### src/rtl/demux1to4_nbit_buffered.sv
// demux1to4_nbit_buffered: registered 1-to-4 valid/ready demux with one-word buffer per channel
module demux1to4_nbit_buffered #(
    parameter int N     = 16,
    parameter int CNT_W = 16
) (
    input  logic             clock,
    input  logic             reset,
    input  logic             in_valid,
    output logic             in_ready,
    input  logic [1:0]       in_sel,
    input  logic [N-1:0]     in_data,
    output logic [3:0]       out_valid,
    input  logic [3:0]       out_ready,
    output logic [N-1:0]     out_data0,
    output logic [N-1:0]     out_data1,
    output logic [N-1:0]     out_data2,
    output logic [N-1:0]     out_data3,
    output logic [CNT_W-1:0] accept_cnt
);
    logic [N-1:0] buf_q [4];
    logic         accept;
    always_comb begin
        in_ready = ~out_valid[in_sel] | out_ready[in_sel];
        accept   = in_valid & in_ready;
    end
    always_ff @(posedge clock) begin
        if (reset) begin
            out_valid  <= '0;
            accept_cnt <= '0;
            for (int k = 0; k < 4; k++) buf_q[k] <= '0;
        end else begin
            accept_cnt <= accept_cnt + CNT_W'(accept);
            for (int k = 0; k < 4; k++) begin
                if (accept && in_sel == 2'(k)) begin
                    out_valid[k] <= 1'b1;
                    buf_q[k]     <= in_data;
                end else if (out_ready[k]) begin
                    out_valid[k] <= 1'b0;
                end
            end
        end
    end
    assign out_data0 = buf_q[0];
    assign out_data1 = buf_q[1];
    assign out_data2 = buf_q[2];
    assign out_data3 = buf_q[3];
endmodule

### config.mk
export PLATFORM = sky130hd
export DESIGN_NAME = demux1to4_nbit_buffered
export DESIGN_NICKNAME = d
export VERILOG_FILES = /design/src/rtl/demux1to4_nbit_buffered.sv
export SDC_FILE = /design/constraint.sdc
export NUM_CORES = 1
export LEC_CHECK = 0
export CAP_MARGIN = 20
export CORE_ASPECT_RATIO = 0.8
export CORE_MARGIN = 2
export CORE_UTILIZATION = 46
export DETAILED_ROUTE_END_ITERATION = 10
export GPL_TIMING_DRIVEN = 0
export PLACE_DENSITY = 0.8
export SLEW_MARGIN = 30
export SYNTH_ARGS = -nofsm -noshare
export SYNTH_HDL_FRONTEND = slang
export SYNTH_SLANG_ARGS = --single-unit
### constraint.sdc
create_clock -name clock -period 3 [get_ports clock]
set_input_delay 0.3 -clock clock [delete_from_list [all_inputs] [get_ports clock]]
set_output_delay 0.3 -clock clock [all_outputs]
set_load 0.05 [all_outputs]
## Word level (Yosys, flattened, before mapping)

Memory sizes are Yosys's and may differ from the RTL's.
Cells that the tools add are included.
W data, S select, Z words.

| cells by class | value |
|---|---|
| $add $sub $neg | 1 |
| order comparisons | 1 |
| equality and inequality tests | 3 |
| muxes and demuxes | 30 |
| bitwise logic cells | 7 |
| reduce and logical (&&, ||, !) cells | 9 |

Operators by type and width:

| operator | count |
|---|---|
| $mux W16 | 4 |
| $mux W1 | 24 |
| $add A16 B1 Y16 | 1 |
| $reduce_bool A2 Y1 | 4 |
| $or A1 B1 Y1 | 5 |
| $bmux W1 S2 | 2 |
| $eq A2 B2 Y1 const B | 2 |
| $logic_and A1 B1 Y1 | 4 |
| $lt A2 B3 Y1 const B | 1 |
| $eq A2 B1 Y1 const B | 1 |
| $logic_not A2 Y1 | 1 |
| $and A1 B1 Y1 | 1 |
| $not A1 Y1 | 1 |

| storage, ports and cells | value |
|---|---|
| bits in registers | 20 |
| memory bits (writable) | 64 |
| input bits | 25 |
| output and inout bits | 85 |
| logic and storage cells | 57 |
| memories | 1 |

Memories:

| memory | depth | width | read ports | clocked after Yosys merged registers in | wr ports | RTL line | text |
|---|---|---|---|---|---|---|---|
| buf_q | 4 | 16 | 4 | 0 | 4 | 20 | `logic [N-1:0] buf_q [4];` |

## Longest topological paths before layout

Gate-level depths: netlist (run 1).

| logic depth | value |
|---|---|
| depth after elaboration | 10 |
| gate-level depth with buffers | 8 |
| gate-level depth less buffers | 8 |

## Worst setup path before layout (run 1)

Ideal clock, no wire load.

| timing | value |
|---|---|
| path type | register to register |
| start | register out_valid[1] |
| end | register accept_cnt[14] |
| library setup time | 121 ps |
| arrival | 2,561 ps |
| data required time | 2,879 ps |
| setup slack | 319 ps |
| cell stages (with the launch flop) | 9 |
| buffers on the path | 0 |
| clock period less this slack | 2,681 ps |
| cells stage by stage | dfxtp_1 > nand2b_1 > mux4_2 > and2_1 > ha_1 > ha_1 > nand4_1 > nor4_1 > mux2_2 |

| between the ends | value |
|---|---|
| word-level cells in the longest chain between the ends | 6 |

RTL lines:

| what | RTL line | text |
|---|---|---|
| start, declared | 12 | `output logic [3:0] out_valid,` |
| start signal, assigned | 28 | `out_valid <= '0;` |
| start signal, assigned by index | 35 | `out_valid[k] <= 1'b1;` |
| start signal, assigned by index | 38 | `out_valid[k] <= 1'b0;` |
| $bmux W1 S2 | 23 | `in_ready = ~out_valid[in_sel] \| out_ready[in_sel];` |
| $mux W1 (implied by the code) | 23 |  |
| $not A1 Y1 | 23 |  |
| $or A1 B1 Y1 | 23 |  |
| via in_ready | 9 | `output logic in_ready,` |
| $and A1 B1 Y1 | 24 | `accept = in_valid & in_ready;` |
| $add A16 B1 Y16 | 32 | `accept_cnt <= accept_cnt + CNT_W'(accept);` |
| end signal, assigned | 32 |  |
| end, declared | 18 | `output logic [CNT_W-1:0] accept_cnt` |

The timed path passes the listed nets, and every way through them passes these cells. The select of a mux whose other input is x is not followed.
A chain may end at the register's enable or synchronous reset.

## Worst setup path after layout (run 1)

| timing | value |
|---|---|
| start | input in_sel[1] |
| end | output in_ready |

| between the ends | value |
|---|---|
| word-level cells in the longest chain between the ends | 4 |
| elaborated cells between the ends (all ways) | 6 |
| classes of those cells | mux: 4; bitwise: 2 |

RTL lines:

| what | RTL line | text |
|---|---|---|
| start, declared | 10 | `input logic [1:0] in_sel,` |
| $bmux W1 S2 | 23 |  |
| $mux W1 (implied by the code) | 23 |  |
| $not A1 Y1 | 23 |  |
| $or A1 B1 Y1 * | 23 |  |
| end, declared | 9 |  |

Mark *: on every way between the ends. The rest lies on a longest branch, timed or not. The select of a mux whose other input is x is not followed.

==> results of run 1 <==
worst paths after layout:
check / from / end / slack, ns
worst min register to register: accept_cnt[12] / accept_cnt[12] / 0.52
worst max-delay path: in_sel[1] / in_ready / 0.35
worst max register to register: out_valid[0] / accept_cnt[14] / 0.58
worst min-delay path: accept_cnt[12] / accept_cnt[12] / 0.52
stage by stage:
step | cells | total power (µW) | hold slack [ns] | setup slack (ns)
6_report | 465 | 2414 | 0.5206 | 0.3500
5_1_grt | 465 | 2490 | 0.5471 | 0.2020
4_1_cts | 465 | 2426 | 0.5158 | 0.3582
3_5_place_dp | 449 | 1721 | 0.5009 | 0.03837
3_3_place_gp | 447 | 1708 | 0.4917 | 0.06277
2_1_floorplan | 248 | 1560 | 0.4762 | 0.3187
flip-flops by register name, summed over array words and instances (netlist names):
signal	flops
buf_q	64
accept_cnt	16
out_valid	4
layer usage:
| layer | routed length, µm | up-vias | share of wire (%) | track usage, % |
|---|---|---|---|---|
| li1 | - | 1132 | - | - |
| met2 | 4263 | 71 | 52 | 34.50 |
| met5 | 0 | - | 0 | 0 |
| met4 | 96 | 0 | 1.2 | 6.027 |
| met3 | 312 | 10 | 3.8 | 4.131 |
| met1 | 3551 | 1156 | 43 | 25.84 |
layout by cell type, fill, tap and decap left out, drive strengths merged, types with 3 or more instances in the layout:
cell / netlist / routed
clkdlybuf4s50: 0 / 109
and2: 65 / 65
edfxtp: 64 / 64
dfxtp: 20 / 20
clkbuf: 4 / 13
nor2: 12 / 12
a21oi: 9 / 9
nor2b: 7 / 7
buf: 5 / 7
nand3: 6 / 6
inv: 4 / 6
nand2b: 5 / 5
o31ai: 5 / 5
or4: 5 / 5
nand2: 4 / 4
nor4b: 4 / 4
nor4: 4 / 4
mux2: 4 / 4
nand4: 4 / 4
clkinvlp: 0 / 3
cell type report:
class | count | area, µm² | area share [%]
flip-flops and latches | 84 | 2322 | 48.00
repair buffers | 111 | 1114 | 23.02
multi-input cells | 151 | 1055 | 21.80
clock buffers | 9 | 123.9 | 2.560
well taps | 90 | 112.6 | 2.327
clock inverters | 7 | 50.05 | 1.034
plain buffers | 9 | 46.29 | 0.9568
inverters | 4 | 15.01 | 0.3103
worst max-delay path: cells and delay by family:
| family | cells | cell delay (ns) |
|---|---|---|
| buffers and inverters | 3 | 1.47 |
| multiplexers | 1 | 0.57 |
power by group through the flow:
stage          Sequential (µW)  Combinational, µW  Clock [µW]
6_report                  1310                380         722
5_1_grt                   1320                395         777
4_1_cts                   1310                382         730
3_5_place_dp              1340                381           0
3_3_place_gp              1340                369           0
2_1_floorplan             1500               60.3           0
logic make-up (layout without fill, tap and decap cells):
kind of cell             count (synthesis)  count (layout)
buffers and inverters                   13             140
AND/OR/NAND/NOR                        119             119
multiplexers                             5               5
flip-flops                              84              84
adder cells (fa/ha/maj)                  2               2
AO/OA/AOI/OAI                           22              22
XOR/XNOR                                 3               3
==> metrics.csv, run 1 <==
stage;metric;value;unit
clock_tree;CTS Sinks;84;
synth;simple-gate share of the synthesized area;23.05;%
pwr;Seq pwr share;54.4;%
timing;count of final max-slew check failures;0;
synth;Synth area leaders;edfxtp_1, and2_1, dfxtp_1;
global_routing;vias in the first global route;2253;
global_routing;all-layer global routing usage;20.05;%
critical_path;slowest stage delay, CP;0.72;ns
run;Max-Cap Viols;0;
timing;Worst Tran Pin Value;0.7490;ns
critical_path;crit end category;output port;
drt;detail-routed via count per cell;5.095;
clock_tree;Clock transition at path regs;0.09;ns
synth;most common cell in the synthesized netlist;and2_1;
synth;Synth Area in Compound Gates;4.012;%
place;Final HPWL DP;6.064;mm
worst_hold_path;worst hold path cell count;2;
synth;synth warn;0;
timing;Clock Skews;0.01346;ns
critical_path;critical path class;input port to output port;
synth;Post-synth top cells;and2_1, edfxtp_1, dfxtp_1;
synth;Synth Area in Adders;0.7294;%
worst_hold_path;HP Class;flip-flop to flip-flop;
floorplan;Die ar.;8170;µm²
clock_tree;clock insertion delay at the later pin of the skew report;0.36;ns
place;dpl cell area;4664;µm²
floorplan;Die X;100.6;µm
pwr;Cell Pwr Density;499.0;nW/µm²
cells_and_area;Design Area, Final;4838;µm²
critical_path;Worst Path Max Fanout;10;
timing;final setup violation count;0;
drt;mean routed wirelength per cell;17.68;µm
timing;sum of negative setup slack;0;ns
critical_path;CP most frequent cell;clkdlybuf4s50_1;
floorplan;IO Pins;110;
global_routing;Overflow after GRT;0;
global_routing;largest net degree at the start of global routing;17;
synth;asr flop ratio synth;0;%
timing;final hold vios;0;
synth;Seq/Total Area, Yosys;67.69;%
clock_tree;Post-CTS Hold Buffers;0;
synth;Synth Cell Area;3431;µm²
pwr;Leakage;0.001769;µW
synth;ys flop type;edfxtp_1;
pwr;Power Internal;1727;µW
cells_and_area;Fill cells;556;
timing;Final Cycle Share;88.33;%
critical_path;WP data arrival;2.35;ns
drt;WL final;8.222;mm
clock_tree;Longest Clk Path Bufs;2;
drt;number of DRC markers in iteration 0;98;
cells_and_area;post-layout util;66.08;%
status;status;complete, no violations;
clock_tree;Post-CTS Resized;0;
pwr;Clk network pwr share;29.9;%
synth;mux contribution to synthesized area;1.969;%
drt;drt pass-1 iters;4;
timing;Tmin final;2.650;ns
floorplan;Initial Util;46.86;%
drt;routed via count;2369;
pwr;switching share of power;28.46;%
clock_tree;Num CTS Buffers;9;
synth;main combinational cell family by area after synthesis;simple AND/OR/NAND/NOR gates;
synth;most area-hungry cell type in the Yosys netlist;edfxtp_1;
critical_path;critical-path cell list;clkdlybuf4s50_1 > buf_2 > mux4_2 > clkdlybuf4s50_1;
pwr;Sw Pwr;687.0;µW
clock_tree;TritonCTS clock tree;built;
cells_and_area;share of layout cells above drive strength 1;9.600;%
synth;cells after synthesis;248;
clock_tree;setup bufs post-CTS;0;
synth;FF+latch count, synth;84;
clock_tree;clk root buf;clkbuf_8;
critical_path;Worst Setup Start Kind;input port;
pwr;Combinational Power Share;15.7;%
cells_and_area;ANT cells;0;
drt;DR DRC count;0;
timing;fmax;0.3774;GHz
synth;syn nets;275;
synth;Unique masters post-synth;31;
floorplan;DIE HEIGHT;81.25;µm
synth;Synth top area share;56.02;%
critical_path;Worst EP required;2.70;ns
cells_and_area;Synth-to-Final Area Change;41.03;%
synth;Syn Area/Cell;13.83;µm²
timing;setup repair after global routing missed its margin;false;
synth;XOR/XNOR share of the synthesized area;0.7659;%
pwr;peak supply drop;0.0002688;V
timing;max_slew headroom;50.07;%
clock_tree;H-tree levels;3;
critical_path;R2R cell count;8;
global_routing;first-pass GRT wire length;12.03;mm
global_routing;initial antenna violation count;0;
cells_and_area;Nets;397;
critical_path;Crit-path slowest cell;clkdlybuf4s50_1;
synth;Post-synth EDFFs;64;
drt;post-route ant nets;0;
floorplan;Core ar.;7322;µm²
place;Placer Congestion;0.8327;
place;port bufs;109;
floorplan;Rows;28;
Note: power is estimated with default switching activity, not from simulation.
==> inputs of run 2 (changes only) <==
--- a/config.mk
+++ b/config.mk
@@ -5,7 +5,6 @@
 export SDC_FILE = /design/constraint.sdc
 export NUM_CORES = 1
 export LEC_CHECK = 0
-export CAP_MARGIN = 20
 export CORE_ASPECT_RATIO = 0.8
 export CORE_MARGIN = 2
 export CORE_UTILIZATION = 46
==> results of run 2 <==
Final layout, timing and power as in run 1 (identical DEF).
==> inputs of run 3 (changes only) <==
--- a/config.mk
+++ b/config.mk
@@ -5,6 +5,7 @@
 export SDC_FILE = /design/constraint.sdc
 export NUM_CORES = 1
 export LEC_CHECK = 0
+export ABC_AREA = 1
 export CORE_ASPECT_RATIO = 0.8
 export CORE_MARGIN = 2
 export CORE_UTILIZATION = 46
==> run 3 against run 2 <==
Net effect:
- synthesized cell count increased by 24%
- sequential share of layout area decreased by 0.20 points
- clock power increased by 25%
- worst hold slack got worse by 0.10 ns
- maximum frequency decreased by 2.4%
- routed wire length decreased by 3.5%
- worst setup slack got worse by 0.064 ns
- non-clock buffer count decreased by 5
- critical endpoint is now accept_cnt[10]
- highest routed layer unchanged
==> metrics.csv, run 3 <==
stage;metric;value;unit
place;Final HPWL DP;5.855;mm
run;Max-Cap Viols;0;
critical_path;WP data arrival;2.98;ns
synth;Syn Area/Cell;11.21;µm²
timing;max_slew headroom;45.10;%
synth;Synth area leaders;edfxtp_1, dfxtp_1, nor2_1;
timing;setup repair after global routing missed its margin;false;
global_routing;Overflow after GRT;0;
clock_tree;setup bufs post-CTS;0;
place;Placer Congestion;0.8117;
synth;main combinational cell family by area after synthesis;simple AND/OR/NAND/NOR gates;
synth;Synth top area share;55.83;%
timing;Final Cycle Share;90.46;%
floorplan;Die X;100.7;µm
clock_tree;Clock transition at path regs;0.10;ns
drt;routed via count;2541;
critical_path;critical-path cell list;clkdlybuf4s50_1 > nor2_4 > nand2_1 > nand2_2 > nor2_4 > a21boi_2 > ha_1 > ha_1 > nand2_1 > nor2_1 > nand2_1 > nor2_1 > o21ai_0 > a21oi_1;
place;dpl cell area;4626;µm²
critical_path;Worst Setup Start Kind;input port;
critical_path;CP delay by family, top;simple AND/OR/NAND/NOR gates;
timing;fmax;0.3685;GHz
global_routing;vias in the first global route;2450;
global_routing;largest net degree at the start of global routing;17;
critical_path;crit end category;flip-flop;
synth;FF+latch count, synth;84;
critical_path;CP bufs+invs;1;
pwr;Leakage;0.001892;µW
critical_path;CP most frequent cell;nand2_1;
timing;count of final max-slew check failures;0;
synth;Synth Area in Compound Gates;3.126;%
critical_path;slack of the worst reg-to-reg path;0.56;ns
critical_path;R2R Path End;accept_cnt[10];
cells_and_area;Design Area, Final;4858;µm²
global_routing;first-pass GRT wire length;12.39;mm
drt;detail-routed via count per cell;4.887;
drt;number of DRC markers in iteration 0;133;
drt;drt pass-1 iters;6;
drt;mean routed wirelength per cell;15.26;µm
critical_path;Crit-path slowest cell;clkdlybuf4s50_1;
worst_hold_path;worst hold path cell count;3;
timing;Clock Skews;0.01482;ns
pwr;Cell Pwr Density;539.3;nW/µm²
worst_hold_path;HP Class;input port to flip-flop;
cells_and_area;most frequent cells in the layout;clkdlybuf4s50_1, nor2_1, edfxtp_1, nand2_1, inv_1;
clock_tree;clk root buf;clkbuf_8;
drt;post-route ant nets;0;
clock_tree;H-tree levels;3;
synth;synth warn;0;
critical_path;FF-to-FF Start;out_valid[2];
timing;final hold vios;0;
timing;Hold Slack;0.4178;ns
critical_path;Worst Path Max Fanout;7;
floorplan;Initial Util;47.01;%
timing;Tmin final;2.714;ns
worst_hold_path;WHS Endpoint;buf_q[3][9];
status;status;complete, no violations;
worst_hold_path;min-delay src;in_valid;
timing;Worst Tran Pin Value;0.8215;ns
synth;Seq/Total Area, Yosys;67.47;%
cells_and_area;Synth-to-Final Area Change;41.15;%
floorplan;DIE HEIGHT;81.37;µm
critical_path;slowest stage delay, CP;0.55;ns
cells_and_area;max FFs per register;64;
cells_and_area;Nets;452;
cells_and_area;commonest non-fill, non-tap cell in the layout;clkdlybuf4s50_1;
synth;ys flop type;edfxtp_1;
clock_tree;TritonCTS clock tree;built;
synth;syn nets;334;
clock_tree;clock insertion delay at the later pin of the skew report;0.35;ns
global_routing;initial antenna violation count;0;
timing;final setup violation count;0;
critical_path;R2R cell count;13;
synth;most area-hungry cell type in the Yosys netlist;edfxtp_1;
floorplan;Rows;28;
synth;Synth Area in Adders;0.7270;%
cells_and_area;Most flops, register;buf_q;
clock_tree;CTS Sinks;84;
synth;most common cell in the synthesized netlist;nor2_1;
synth;cells after synthesis;307;
clock_tree;Longest Clk Path Bufs;2;
floorplan;Die ar.;8195;µm²
synth;XOR/XNOR share of the synthesized area;0;%
cells_and_area;ANT cells;0;
place;port bufs;107;
cells_and_area;largest registers;buf_q (64), accept_cnt (16), out_valid (4);
synth;Synth Cell Area;3442;µm²
clock_tree;Num CTS Buffers;9;
synth;Unique masters post-synth;26;
pwr;peak supply drop;0.0003462;V
drt;WL final;7.934;mm
global_routing;all-layer global routing usage;20.36;%
synth;simple-gate share of the synthesized area;22.06;%
synth;Post-synth EDFFs;64;
critical_path;Worst EP required;3.27;ns
floorplan;Core ar.;7322;µm²
floorplan;IO Pins;110;
synth;mux contribution to synthesized area;0;%
synth;Post-synth top cells;nor2_1, edfxtp_1, nand2_1;
drt;DR DRC count;0;
cells_and_area;share of layout cells above drive strength 1;10.93;%
critical_path;critical path class;input port to flip-flop;
synth;asr flop ratio synth;0;%
run 3: cell types whose count changed in the layout (fill, tap and decap cells not counted), sizes merged, moves of 5 or more:
cell    previous run  this run
inv                6        37
and2              65         0
nand2              4        48
o31ai              5         0
nor2b              7         0
nand2b             5         0
o21ai              2         8
nor2              12        92
or4                5         0
run 3: cells by family (layout without fill, tap and decap cells):
family | after synthesis | after routing
AND/OR/NAND/NOR | 158 | 158
AO/OA/AOI/OAI | 20 | 20
buffers and inverters | 43 | 166
flip-flops | 84 | 84
adder cells (fa/ha/maj) | 2 | 2
run 3: how the worst max path moves through the flow:
stage	from	endpoint	depth (start not counted)
after global routing	in_sel[1]	accept_cnt[10]	14
after global placement	in_sel[1]	accept_cnt[14]	15
final	in_sel[1]	accept_cnt[10]	14
after floorplan	out_valid[2]	accept_cnt[14]	14
after detailed placement	in_sel[1]	accept_cnt[10]	14
after CTS	in_sel[1]	accept_cnt[10]	14
run 3: per-stage QoR:
| step | setup TNS, ns | std cells | util [%] | worst slack, ns | total power [µW] |
|---|---|---|---|---|---|
| after global placement | 0 | 504 | 63.18 | 0.006687 | 1738 |
| final | 0 | 520 | 66.35 | 0.2861 | 2620 |
| after global routing | 0 | 520 | 66.35 | 0.04588 | 2717 |
| after CTS | 0 | 520 | 66.30 | 0.1983 | 2644 |
| after floorplan | 0 | 307 | - | 0.6618 | 1594 |
| after detailed placement | -0.3232 | 504 | 63.18 | -0.1556 | 1747 |
run 3: power breakdown:
group          total [µW]  switching [µW]  internal (µW)
logic                 403             275            128
clock network         902             420            482
registers            1310            16.7           1300
run 3: area by class of cell:
class | instances | area [µm²]
buffer | 8 | 96.34
clock buffer | 9 | 123.9
clock inverter | 7 | 105.1
fill | 579 | 2464
inverter | 35 | 131.4
multi-input combinational | 180 | 895.9
sequential | 84 | 2322
tap | 90 | 112.6
timing repair buffer | 107 | 1071
run 3: repair_timing:
item | in CTS | in global routing
hold endpoints to repair | 0 | 0
resized for setup | 0 | 1
hold buffers | 0 | 0
endpoints found under the setup margin | 0 | 2
run 3: per-layer routing:
layer  track usage [%]  wire length (µm)  up-vias  share of wire, %
met1             24.03              3252     1198                41
met2             35.67              3989       95                50
met5                 0                 0        -                 0
li1                  -                 -     1236                 -
met4             6.575               123        0               1.6
met3             6.368               569       12               7.2
run 3: tightest hold or removal path, cell delays in order:
cell     delay [ns]
buf_12         0.12
nand4_4        0.14
nor2_1         0.05
